$ cat config.mk
export PLATFORM = sky130hd
export DESIGN_NAME = line_buf_sched
export DESIGN_NICKNAME = d
export VERILOG_FILES = /design/src/rtl/line_buf_sched.sv
export SDC_FILE = /design/constraint.sdc
export NUM_CORES = 1
export LEC_CHECK = 0
export ABC_AREA = 1
export CAP_MARGIN = 10
export CORE_ASPECT_RATIO = 0.7
export CORE_MARGIN = 2
export CORE_UTILIZATION = 55
export CTS_CLUSTER_DIAMETER = 30
export DETAILED_ROUTE_END_ITERATION = 16
export HOLD_SLACK_MARGIN = 0.02
export PLACE_DENSITY_LB_ADDON = 0.05
export SLEW_MARGIN = 20
export SYNTH_ARGS = -nofsm -noshare
export SYNTH_HDL_FRONTEND = slang
export SYNTH_SLANG_ARGS = --single-unit
$ cat constraint.sdc
create_clock -name pclk -period 1.87 [get_ports pclk]
set_clock_uncertainty 0.05 [all_clocks]
set_input_delay 0.2805 -clock pclk [delete_from_list [all_inputs] [get_ports pclk]]
set_output_delay 0.2805 -clock pclk [all_outputs]
set_load 0.005 [all_outputs]
$ cat src/rtl/line_buf_sched.sv
// line_buf_sched: schedules a two-bank line buffer that sits between a PPU pixel writer and a VGA reader.
// Latency: wr_en/wr_addr, rd_addr, vga_en, underrun and line_drop are registered, so each lags its cause by 1 pclk.
// Backpressure: none. The PPU writes whenever it presents a pixel. When no fresh bank is ready, the VGA side repeats its line and sets underrun.
//
// Ports:
//   pclk, rst                     pixel clock; synchronous active-high reset
//   ppu_pix_valid, ppu_line_start PPU pixel strobe and start-of-line pulse
//   vga_h_cnt, vga_line_start     VGA horizontal counter and start-of-line pulse
//   wr_en, wr_addr                buffer write strobe and address {wr_bank, wr_cnt}
//   rd_addr                       buffer read address {rd_bank, vga_h_cnt}
//   vga_en                        enables the VGA timing generator once a line is buffered
//   underrun                      sticky: a VGA line started while no fresh bank was available
//   line_drop                     one-cycle pulse when a partial PPU line is abandoned
//   underrun_cnt                  saturating count of underrun events; present only when
//                                 LINE_BUF_UNDERRUN_CNT_EN is defined
module line_buf_sched #(
    parameter int START_DELAY = 3199,
    parameter int LINE_PIX    = 800,
    parameter int BANK_AW     = 10
) (
    input  logic               pclk,
    input  logic               rst,
    input  logic               ppu_pix_valid,
    input  logic               ppu_line_start,
    input  logic [BANK_AW-1:0] vga_h_cnt,
    input  logic               vga_line_start,
    output logic               wr_en,
    output logic [BANK_AW:0]   wr_addr,
    output logic [BANK_AW:0]   rd_addr,
    output logic               vga_en,
    output logic               underrun,
`ifdef LINE_BUF_UNDERRUN_CNT_EN
    output logic [15:0]        underrun_cnt,
`endif
    output logic               line_drop
);

    typedef enum logic [1:0] {
        ST_STARTUP = 2'd0,
        ST_FILL    = 2'd1,
        ST_RUN     = 2'd2
    } state_t;

    localparam logic [BANK_AW-1:0] LAST_PIX = BANK_AW'(LINE_PIX - 1);

    state_t             r_state;
    state_t             w_state_nxt;
    logic [31:0]        r_start_cnt;
    logic [BANK_AW-1:0] r_wr_cnt;
    logic               r_wr_bank;
    logic               r_rd_bank;
    logic [1:0]         r_full;

    logic               r_wr_en;
    logic [BANK_AW:0]   r_wr_addr;
    logic [BANK_AW:0]   r_rd_addr;
    logic               r_vga_en;
    logic               r_underrun;
    logic               r_line_drop;

    logic               w_run;
    logic               w_startup;
    logic [BANK_AW-1:0] w_wr_cnt_eff;
    logic [BANK_AW-1:0] w_wr_cnt_nxt;
    logic               w_wrap;
    logic               w_bank_done;
    logic [1:0]         w_set_mask;
    logic [1:0]         w_full_pre;
    logic [1:0]         w_full_nxt;
    logic               w_fresh;
    logic               w_swap;
    logic               w_under_evt;
    logic               w_rd_bank_nxt;
    logic               w_drop;

    // ---------------- FSM: state register ----------------
    always_ff @(posedge pclk) begin
        if (rst) begin
            r_state <= ST_STARTUP;
        end else begin
            r_state <= w_state_nxt;
        end
    end

    // ---------------- FSM: next state ----------------
    always_comb begin
        w_state_nxt = r_state;
        case (r_state)
            ST_STARTUP: if (r_start_cnt == 32'(START_DELAY)) w_state_nxt = ST_FILL;
            // A bank may already have been filled during startup. Leaving FILL on any
            // full bank (not only a new one) avoids a deadlock: after the first line,
            // later completions land on rd_bank and never set a full bit.
            ST_FILL:    if (w_full_pre != 2'b00) w_state_nxt = ST_RUN;
            ST_RUN:     w_state_nxt = ST_RUN;
            default:    w_state_nxt = ST_STARTUP;
        endcase
    end

    // ---------------- FSM: outputs ----------------
    always_comb begin
        w_run     = 1'b0;
        w_startup = 1'b0;
        case (r_state)
            ST_STARTUP: w_startup = 1'b1;
            ST_RUN:     w_run     = 1'b1;
            default:    ;
        endcase
    end

    // ---------------- write side ----------------
    // A line start in the same cycle as a pixel restarts the line first, so that
    // pixel lands at offset 0.
    assign w_wr_cnt_eff = ppu_line_start ? '0 : r_wr_cnt;
    assign w_wrap       = ppu_pix_valid && (w_wr_cnt_eff == LAST_PIX);
    // A line that finishes in the bank being displayed stays in place. That bank is
    // not marked full and the writer does not advance.
    assign w_bank_done  = w_wrap && (r_wr_bank != r_rd_bank);
    assign w_set_mask   = w_bank_done ? (2'b01 << r_wr_bank) : 2'b00;
    assign w_drop       = ppu_line_start && (r_wr_cnt != '0);

    always_comb begin
        w_wr_cnt_nxt = r_wr_cnt;
        if (ppu_pix_valid) begin
            w_wr_cnt_nxt = w_wrap ? '0 : w_wr_cnt_eff + 1'b1;
        end else if (ppu_line_start) begin
            w_wr_cnt_nxt = '0;
        end
    end

    // ---------------- read side ----------------
    // Full bits are set before they are consumed. A bank that completes in the same
    // cycle as a VGA line start is handed over at once.
    assign w_full_pre    = r_full | w_set_mask;
    assign w_fresh       = w_full_pre[~r_rd_bank];
    assign w_swap        = w_run && vga_line_start && w_fresh;
    assign w_under_evt   = w_run && vga_line_start && !w_fresh;
    assign w_rd_bank_nxt = w_swap ? ~r_rd_bank : r_rd_bank;

    always_comb begin
        w_full_nxt = w_full_pre;
        if (w_swap) begin
            w_full_nxt[~r_rd_bank] = 1'b0;
        end
    end

    // ---------------- state and output registers ----------------
    always_ff @(posedge pclk) begin
        if (rst) begin
            r_start_cnt <= '0;
            r_wr_cnt    <= '0;
            r_wr_bank   <= 1'b0;
            r_rd_bank   <= 1'b1;
            r_full      <= 2'b00;
            r_wr_en     <= 1'b0;
            r_wr_addr   <= '0;
            r_rd_addr   <= '0;
            r_vga_en    <= 1'b0;
            r_underrun  <= 1'b0;
            r_line_drop <= 1'b0;
        end else begin
            if (w_startup && (r_start_cnt != 32'(START_DELAY))) begin
                r_start_cnt <= r_start_cnt + 32'd1;
            end
            r_wr_cnt    <= w_wr_cnt_nxt;
            r_wr_bank   <= w_bank_done ? ~r_wr_bank : r_wr_bank;
            r_rd_bank   <= w_rd_bank_nxt;
            r_full      <= w_full_nxt;
            r_wr_en     <= ppu_pix_valid;
            r_wr_addr   <= {r_wr_bank, w_wr_cnt_eff};
            r_rd_addr   <= {w_rd_bank_nxt, vga_h_cnt};
            r_vga_en    <= w_run;
            r_underrun  <= r_underrun | w_under_evt;
            r_line_drop <= w_drop;
        end
    end

`ifdef LINE_BUF_UNDERRUN_CNT_EN
    logic [15:0] r_underrun_cnt;

    always_ff @(posedge pclk) begin
        if (rst) begin
            r_underrun_cnt <= '0;
        end else if (w_under_evt && (r_underrun_cnt != 16'hFFFF)) begin
            r_underrun_cnt <= r_underrun_cnt + 16'd1;
        end
    end

    assign underrun_cnt = r_underrun_cnt;
`endif

    assign wr_en     = r_wr_en;
    assign wr_addr   = r_wr_addr;
    assign rd_addr   = r_rd_addr;
    assign vga_en    = r_vga_en;
    assign underrun  = r_underrun;
    assign line_drop = r_line_drop;

endmodule

==> results.sh <==
export IMPL_status="complete, no violations"
export IMPL_cp_required_ns=2.05
export IMPL_synth_cell_area_sq_um=3730
export IMPL_finalHoldWorstSlack_ns=0.340
export IMPL_fin_crit_ns=1.79
export IMPL_power_mw=4.35
export IMPL_critical_path_class="flop to flop"
export IMPL_cap_violations=0
export IMPL_yosysWarnings=0
export IMPL_n_antenna_cell=0
export IMPL_first_global_vias=3376
export IMPL_worst_slew_pin_slew_ns=0.405
export IMPL_dp_worst_setup_slack_ns=-0.286
export IMPL_ys_top_cells_by_count="nand2_1, nor2_1, dfxtp_1, inv_1, a21oi_1"
export IMPL_grt_max_degree=35
export IMPL_port_buffers=40
export IMPL_synth_ff_type="dfxtp_1"
export IMPL_drtIter0Drc=342
export IMPL_syn2layout_area_growth_pct=29.1
export IMPL_drt_pass1_iter_count=5
export IMPL_coreArea_sq_um=6660
export IMPL_grt_util_all_layers_pct=29.1
export IMPL_finalCritPeriodShare_pct=95.6
export IMPL_gr_total_overflow=0
export IMPL_ioPinCount=41
export IMPL_fmax_mhz=559
export IMPL_start_kind="flop"
export IMPL_drc=0
export IMPL_fin_nets=660
export IMPL_antenna_found_initial=0
export IMPL_powerDensity_nw_per_um2=902
export IMPL_tritoncts="built"
export IMPL_initial_core_util_pct=56.0
export IMPL_htree_levels=3
export IMPL_path_clk_slew_ns=0.08
export IMPL_grt_pass1_wl_microns=16600
export IMPL_core_rowCount=25
export IMPL_synth_sequential_area_ratio_pct=39.7
export IMPL_yosysMostFrequentCell="nand2_1"
export IMPL_avgSynthCellArea_sq_um=6.61
export IMPL_synth_edf_count=0
export IMPL_worstPathMaxFanout=5
export IMPL_cts_buffers=9
export IMPL_drt_total_wl_microns=10900
export IMPL_globalplace_congestion=0.946
export IMPL_critPathArrivalTime_ns=1.97
export IMPL_cts_buffer_depth=2
export IMPL_dp_hpwl_microns=7680
export IMPL_synth_cells=565
export IMPL_ant_nets=0
export IMPL_slew_violations=0
export IMPL_peakVddDrop_mv=0.886
export IMPL_fin_ws_ns=0.0814
export IMPL_ys_types=32
export IMPL_num_vias=3905
export IMPL_die_area_sq_um=7470
export IMPL_routedWlPerCell_microns=14.7
export IMPL_cts_root_buf="clkbuf_8"
export IMPL_slew_headroom_pct=72.9
export IMPL_insertion_delay_ns=0.35
export IMPL_async_flop_share_pct=0
export IMPL_cp_end_kind="flop"
export IMPL_setup_tns_ns=0
export IMPL_synth_seq_cells=74
export IMPL_yosys_top_cells_area="dfxtp_1, nand2_1, nor2_1, inv_1, a21oi_1"
export IMPL_worstHoldPathType="primary input to flop"
export IMPL_die_w_microns=102
export IMPL_postCtsHoldBufs=0
export IMPL_via_per_inst=5.28
export IMPL_final_layout_size_suffix_gt1_share_pct=15.2
export IMPL_leakagePower_nw=1.90
export IMPL_synth_top_area_cell="dfxtp_1"
export IMPL_synthesis_nets=585
export IMPL_finalSetupViolCount=0
export IMPL_hold_viol=0
export IMPL_synth_top_area_share_pct=39.7
export IMPL_cts_sinks=74
export IMPL_die_y_microns=72.9
## power breakdown
group          internal (mW)  total, mW  switching [mW]
combinational          0.557       1.25           0.697
clock                  0.798       1.42           0.618
sequential              1.64       1.68          0.0363
total                   2.99       4.35            1.35
## logic make-up after synthesis
family	after synthesis	share of synthesized area (%)
and+or+nand+nor	334	37.8
buffers and inverters	84	9.25
DFF	74	39.7
AOI/OAI and AO/OA	54	8.28
xor gates and xnor gates	14	3.29
adders and majority gates	5	1.68
## through the flow
step | utilization, % | std cells | instance area, sq um
after CTS | 69.6 | 733 | 4640
after global placement | 66.2 | 717 | 4410
after floorplan | - | 565 | 3730
after global routing | 72.3 | 739 | 4820
after detailed placement | 66.2 | 717 | 4410
final | 72.3 | 739 | 4820
## registers in the layout (all words and copies together) (netlist names), 2 cells and up
register,flops
r_start_cnt,32
r_full,2
wr_addr,11
r_wr_cnt,10
r_state,2
rd_addr,11
## final cells by class
cell class	instances	area, sq um
flip-flops and latches	74	1490
clock inverters	5	86.3
repair buffers	77	739
inverters	71	267
fillers	582	1840
clock buffers	11	141
well taps	94	118
multi-input cells	407	1980
## placed cells by master (no fill, tap or decap), drive strengths merged, types with 2 or more instances in the layout
master and count:
a21oi 40, buf 36, bufinv 2, clkbuf 13, clkdlybuf4s50 38, clkinv 3, dfxtp 74, ha 5
inv 71, nand2 172, nand3 31, nand3b 2, nand4 8, nor2 97, nor3 20, nor4 2
o21ai 11, xnor2 2, xor2 12
## final timing paths
path                                                    from                            to  cells after the start  slack (ns)
worst max register to register   r_start_cnt[5]$_SDFFE_PP0P_  r_start_cnt[28]$_SDFFE_PP0P_                      9        0.08
worst min register to register  r_start_cnt[31]$_SDFFE_PP0P_  r_start_cnt[31]$_SDFFE_PP0P_                      2        0.45
worst max-delay path             r_start_cnt[5]$_SDFFE_PP0P_  r_start_cnt[28]$_SDFFE_PP0P_                      9        0.08
worst min-delay path                                     rst          r_rd_bank$_SDFF_PP1_                      3        0.34
## critical path: stages, from the launching register on
cell and delay (ns):
dfxtp_1 0.43, nand2_1 0.20, nor2_1 0.19, nand2_1 0.10, nor2_1 0.29, nand2_1 0.14, nand2_1 0.11, nand2_1 0.06
nand2_1 0.05, a21oi_1 0.05
## per-layer routing
layer	share of wire [%]	up-vias	track usage [%]
met3	12	18	6.51
met4	1.2	0	4.89
met2	39	187	40.3
li1	-	1917	-
met1	48	1783	46.1
met5	0	-	0
## what timing repair did
item,4_1_cts,5_1_grt
gates resized for setup,0,31
endpoints found under the setup margin,0,42
setup buffers,0,3
Power figures use the tool's default switching activity.
==> RTL change 1 (same flow settings) <==
`BANK_AW`: 10 -> 8.
--- a/src/rtl/line_buf_sched.sv
+++ b/src/rtl/line_buf_sched.sv
@@ -16,7 +16,7 @@
 module line_buf_sched #(
     parameter int START_DELAY = 3199,
     parameter int LINE_PIX    = 800,
-    parameter int BANK_AW     = 10
+    parameter int BANK_AW     = 8
 ) (
     input  logic               pclk,
     input  logic               rst,
Ports: changed (resized rd_addr, vga_h_cnt and wr_addr); port bits go from 41 to 35. The function was not compared with the original's and may differ.
==> RTL change 1 against the original RTL <==
- the flow now finishes with violations (setup timing)
- power decreased by 6.5%
- non-clock buffer count is 16 lower
- sequential power shrank 7%
- sequential cell count down 6
- design area shrank 6.5%
- cell count down 8.9%
- area after synthesis shrank 6.3%
- wire length fell by 15%
- sequential share of layout area decreased by 0.37 points
- worst setup slack worse by 98 ps
- critical path type unchanged
- largest cell class unchanged
- highest routed layer unchanged
==> RTL change 1: results (changes against the original RTL) <==
All-Layer GR Usage 25.45% (was 29.08%); total number of vias 3528 (was 3905); failing checks setup timing; first-pass GRT wire length 14150 um (was 16640 um); worst slack at placement -335.7 ps (was -286.5 ps); setup TNS -29.50 ps (was 0 ps); Synth cell types 31 (was 32); final worst slack -16.66 ps (was 81.43 ps); Max stage delay on crit path 380 ps (was 430 ps); placed instance count 649 (was 717); status finished, violations left (was complete, no violations); Mapped Cells 532 (was 565); crit path DAT 2130 ps (was 1970 ps); CP max-delay cell dfxtp_4 (was dfxtp_1); Synth area leaders dfxtp_1 (39%), nand2_1 (17%), nor2_1 (10%) (was dfxtp_1 (40%), nand2_1 (17%), nor2_1 (9.3%)); number of global-route vias before repair 2966 (was 3376); CTS buffer count 9 (unchanged); syn nets 550 (was 585); VDD IR max 1712 uV (was 886.4 uV); Final #Nets 608 (was 660); register area share after synthesis 38.93% (was 39.69%); vias per std cell 5.242 (was 5.284); Worst Max-Slew Pin Slew 475.9 ps (was 405.1 ps); final setup vio count 3 (was 0); largest net degree at the start of global routing 34 (was 35); initial drt markers 301 (was 342); top post-synthesis cells by count nand2_1 (158), nor2_1 (95), dfxtp_1 (68), inv_1 (63) (was nand2_1 (170), nor2_1 (92), dfxtp_1 (74), inv_1 (69), a21oi_1 (35)); routability cong. 0.9599 (was 0.9457); half-perimeter wire length after detailed placement 6572 um (was 7683 um)
## RTL change 1: cell types whose count changed in the layout (fill, tap and decap cells not counted), sizes merged, moves of 5 or more
| cell | unedited run | this run |
|---|---|---|
| buf | 36 | 26 |
| nor3 | 20 | 10 |
| clkdlybuf4s50 | 38 | 32 |
| dfxtp | 74 | 68 |
| inv | 71 | 65 |
| nand3 | 31 | 25 |
| a21oi | 40 | 35 |
| nand2 | 172 | 167 |
## RTL change 1: layout make-up
cell class,count,area (um^2)
clock buffer,11,141.4
clock inverter,5,61.31
fill,539,1683
inverter,65,246.5
multi-input combinational,385,1977
sequential,68,1371
tap,78,97.59
timing repair buffer,61,608.1
## RTL change 1: worst max-delay path, delay by kind of cell, from the launching register on
kind	cells	cell delay, ps
buf+inv	3	330
simple gates	4	390
compound gates	2	500
flops	1	380
fa+ha+maj	1	160
## RTL change 1: worst paths after layout
check | endpoint | slack, ps | cells past startpoint | start
setup / recovery | r_start_cnt[15]$_SDFFE_PP0N_ | -20 | 10 | r_start_cnt[1]$_SDFFE_PP0N_
hold / removal | wr_addr[1]$_SDFF_PP0_ | 210 | 2 | ppu_line_start
setup reg to reg | r_start_cnt[15]$_SDFFE_PP0N_ | -20 | 10 | r_start_cnt[1]$_SDFFE_PP0N_
hold reg to reg | r_start_cnt[31]$_SDFFE_PP0N_ | 430 | 2 | r_start_cnt[31]$_SDFFE_PP0N_
## RTL change 1: through the flow
stage,util (%),total power [mW]
after CTS,68.28,3.680
after detailed placement,64.95,2.453
after floorplan,-,2.187
after global routing,72.80,4.235
final,72.80,4.063
after global placement,64.95,2.436
## RTL change 1: logic make-up after synthesis
family,after synthesis,share of synthesized area [%]
flops,68,38.93
compound gates,49,8.658
xor+xnor,18,4.508
fa+ha+maj,5,1.789
buf+inv,79,9.267
simple gates,313,36.85
## RTL change 1: repair_timing
action,in CTS,in global routing
resized for setup,2,55
cloned,0,3
pin swaps,0,32
setup endpoints to repair,17,42
buffers inserted,0,5
## RTL change 1: metal layers
metal | global-route usage [%] | vias up | wire length, um | share of wire [%]
li1 | - | 1764 | - | -
met1 | 39.13 | 1605 | 4521 | 49
met2 | 35.29 | 150 | 3822 | 41
met3 | 7.016 | 9 | 872 | 9.4
met4 | 5.784 | 0 | 91 | 0.98
met5 | 0 | - | 0 | 0
## RTL change 1: report_power, final
group	switching (mW)	internal, mW
clock network	0.574	0.654
registers	0.0553	1.52
logic	0.716	0.545
total	1.34	2.72
==> RTL change 2 (config.mk and constraints unchanged) <==
Made on the original files. Put one more register stage on the output `line_drop`, without a reset. The value now appears one clock later. The other outputs are not delayed to match. Comments in the files are not updated.
--- a/src/rtl/line_buf_sched.sv
+++ b/src/rtl/line_buf_sched.sv
@@ -193,7 +193,9 @@
     assign rd_addr   = r_rd_addr;
     assign vga_en    = r_vga_en;
     assign underrun  = r_underrun;
-    assign line_drop = r_line_drop;
+    always_ff @(posedge pclk) begin
+        line_drop <= r_line_drop;
+    end
 
 endmodule
 
Formal check against the unedited RTL: not equivalent (a bounded check fails within 4 cycles, from zero or initial values and one cycle with rst high).
==> RTL change 2 against the original RTL <==
- power decreased by 9.8%
- highest routed layer unchanged
- area after synthesis rose by 0.54%
- worst setup slack got worse by 37 ps
- via count is 3.5% lower
- sequential cell count up 1
- design area shrank 2.4%
- fmax fell by 2.0%
- wire length is 4.9% lower
==> RTL change 2: results (changes against the original RTL) <==
multi-input combinational area share 41.90% (was 41.13%); layout cell share with drive strength beyond 1 13.13% (was 15.19%); Synth area leaders dfxtp_1 (40%), nand2_1 (17%), nor2_1 (9.2%) (was dfxtp_1 (40%), nand2_1 (17%), nor2_1 (9.3%)); initial antenna violation count 0 (unchanged); P_leak 1.854 nW (was 1.904 nW); Placed Area 4417 um^2 (was 4412 um^2); Signal inverters 71 (unchanged); DRT Pass-1 Iters 5 (unchanged); status complete, no violations (unchanged); R2R Path Start r_wr_cnt[1]$_SDFF_PP0_ (was r_start_cnt[5]$_SDFFE_PP0P_); fraction of area in registers 31.95% (was 30.82%); CP max-delay cell dfxtp_2 (was dfxtp_1); postcts setup bufs 0 (unchanged); All-Layer GR Usage 29.09% (was 29.08%); largest net degree at the start of global routing 27 (was 35); Fillers 572 (was 582); worst hold slack 213.3 ps (was 339.7 ps); half-perimeter wire length after detailed placement 7774 um (was 7683 um); WS Path Type reg2reg (unchanged); # resized after CTS 2 (was 0); WL final 10360 um (was 10900 um); worst-path maximum fanout 4 (was 5); top post-synthesis cells by count nand2_1 (170), nor2_1 (92), dfxtp_1 (75), inv_1 (69), a21oi_1 (35) (was nand2_1 (170), nor2_1 (92), dfxtp_1 (74), inv_1 (69), a21oi_1 (35)); VDD IR max 756.5 uV (was 886.4 uV); Slew HR 71.15% (was 72.89%); FF/Latch Area 1503 um^2 (was 1485 um^2); clock network area share 4.230% (was 4.726%); Max stage delay on crit path 350 ps (was 430 ps); crit path DAT 2030 ps (was 1970 ps); r2r setup slk 40 ps (was 80 ps); routability cong. 0.9769 (was 0.9457); root buffer cell clkbuf_8 (unchanged); Final #Nets 655 (was 660); synth warn 0 (unchanged); worst slack at placement -393.9 ps (was -286.5 ps); number of global-route vias before repair 3346 (was 3376); placed instance count 716 (was 717); worst r2r dst r_full[1]$_SDFF_PP0_ (was r_start_cnt[28]$_SDFFE_PP0P_); Switch Pwr 1.266 mW (was 1.351 mW); Non-clock buffer share 13.75% (was 15.35%); initial drt markers 327 (was 342); Longest Clk Path Bufs 2 (unchanged); vias per std cell 5.132 (was 5.284); total number of vias 3767 (was 3905); syn nets 586 (was 585); fin crit share 97.62% (was 95.65%); first-pass GRT wire length 16420 um (was 16640 um); number of flip-flops in the largest register 32 (unchanged); CTS buffer count 9 (unchanged); #FFs+latches synth 75 (was 74); Mapped Cells 566 (was 565); WHS Endpoint r_start_cnt[4]$_SDFFE_PP0P_ (was r_rd_bank$_SDFF_PP1_); Non-CTS buffers 71 (was 77); register area share after synthesis 40.01% (was 39.69%); Worst Reg-to-Reg Cells 14 (was 9); worst hold path depth 2 (was 3)
-- RTL change 2: power by group through the flow --
stage | logic (mW) | registers [mW] | clock network, mW
after detailed placement | 0.887 | 1.73 | 0
after CTS | 0.889 | 1.70 | 1.31
final | 0.942 | 1.70 | 1.28
after floorplan | 0.578 | 1.73 | 0
after global placement | 0.858 | 1.73 | 0
after global routing | 1.05 | 1.70 | 1.38
-- RTL change 2: per-layer routing --
| layer | GRT usage, % | vias up | wire (um) |
|---|---|---|---|
| met5 | 0 | - | 0 |
| met1 | 43.96 | 1680 | 4963 |
| met2 | 38.42 | 172 | 4140 |
| li1 | - | 1904 | - |
| met4 | 6.370 | 0 | 104 |
| met3 | 11.49 | 11 | 1152 |
-- RTL change 2: kinds of logic after synthesis --
kind of cell,synth area share (%)
buffers and inverters,9.203
XOR/XNOR,3.268
flip-flops,40.01
AND/OR/NAND/NOR,37.61
adder cells (fa/ha/maj),1.667
AO/OA/AOI/OAI,8.236
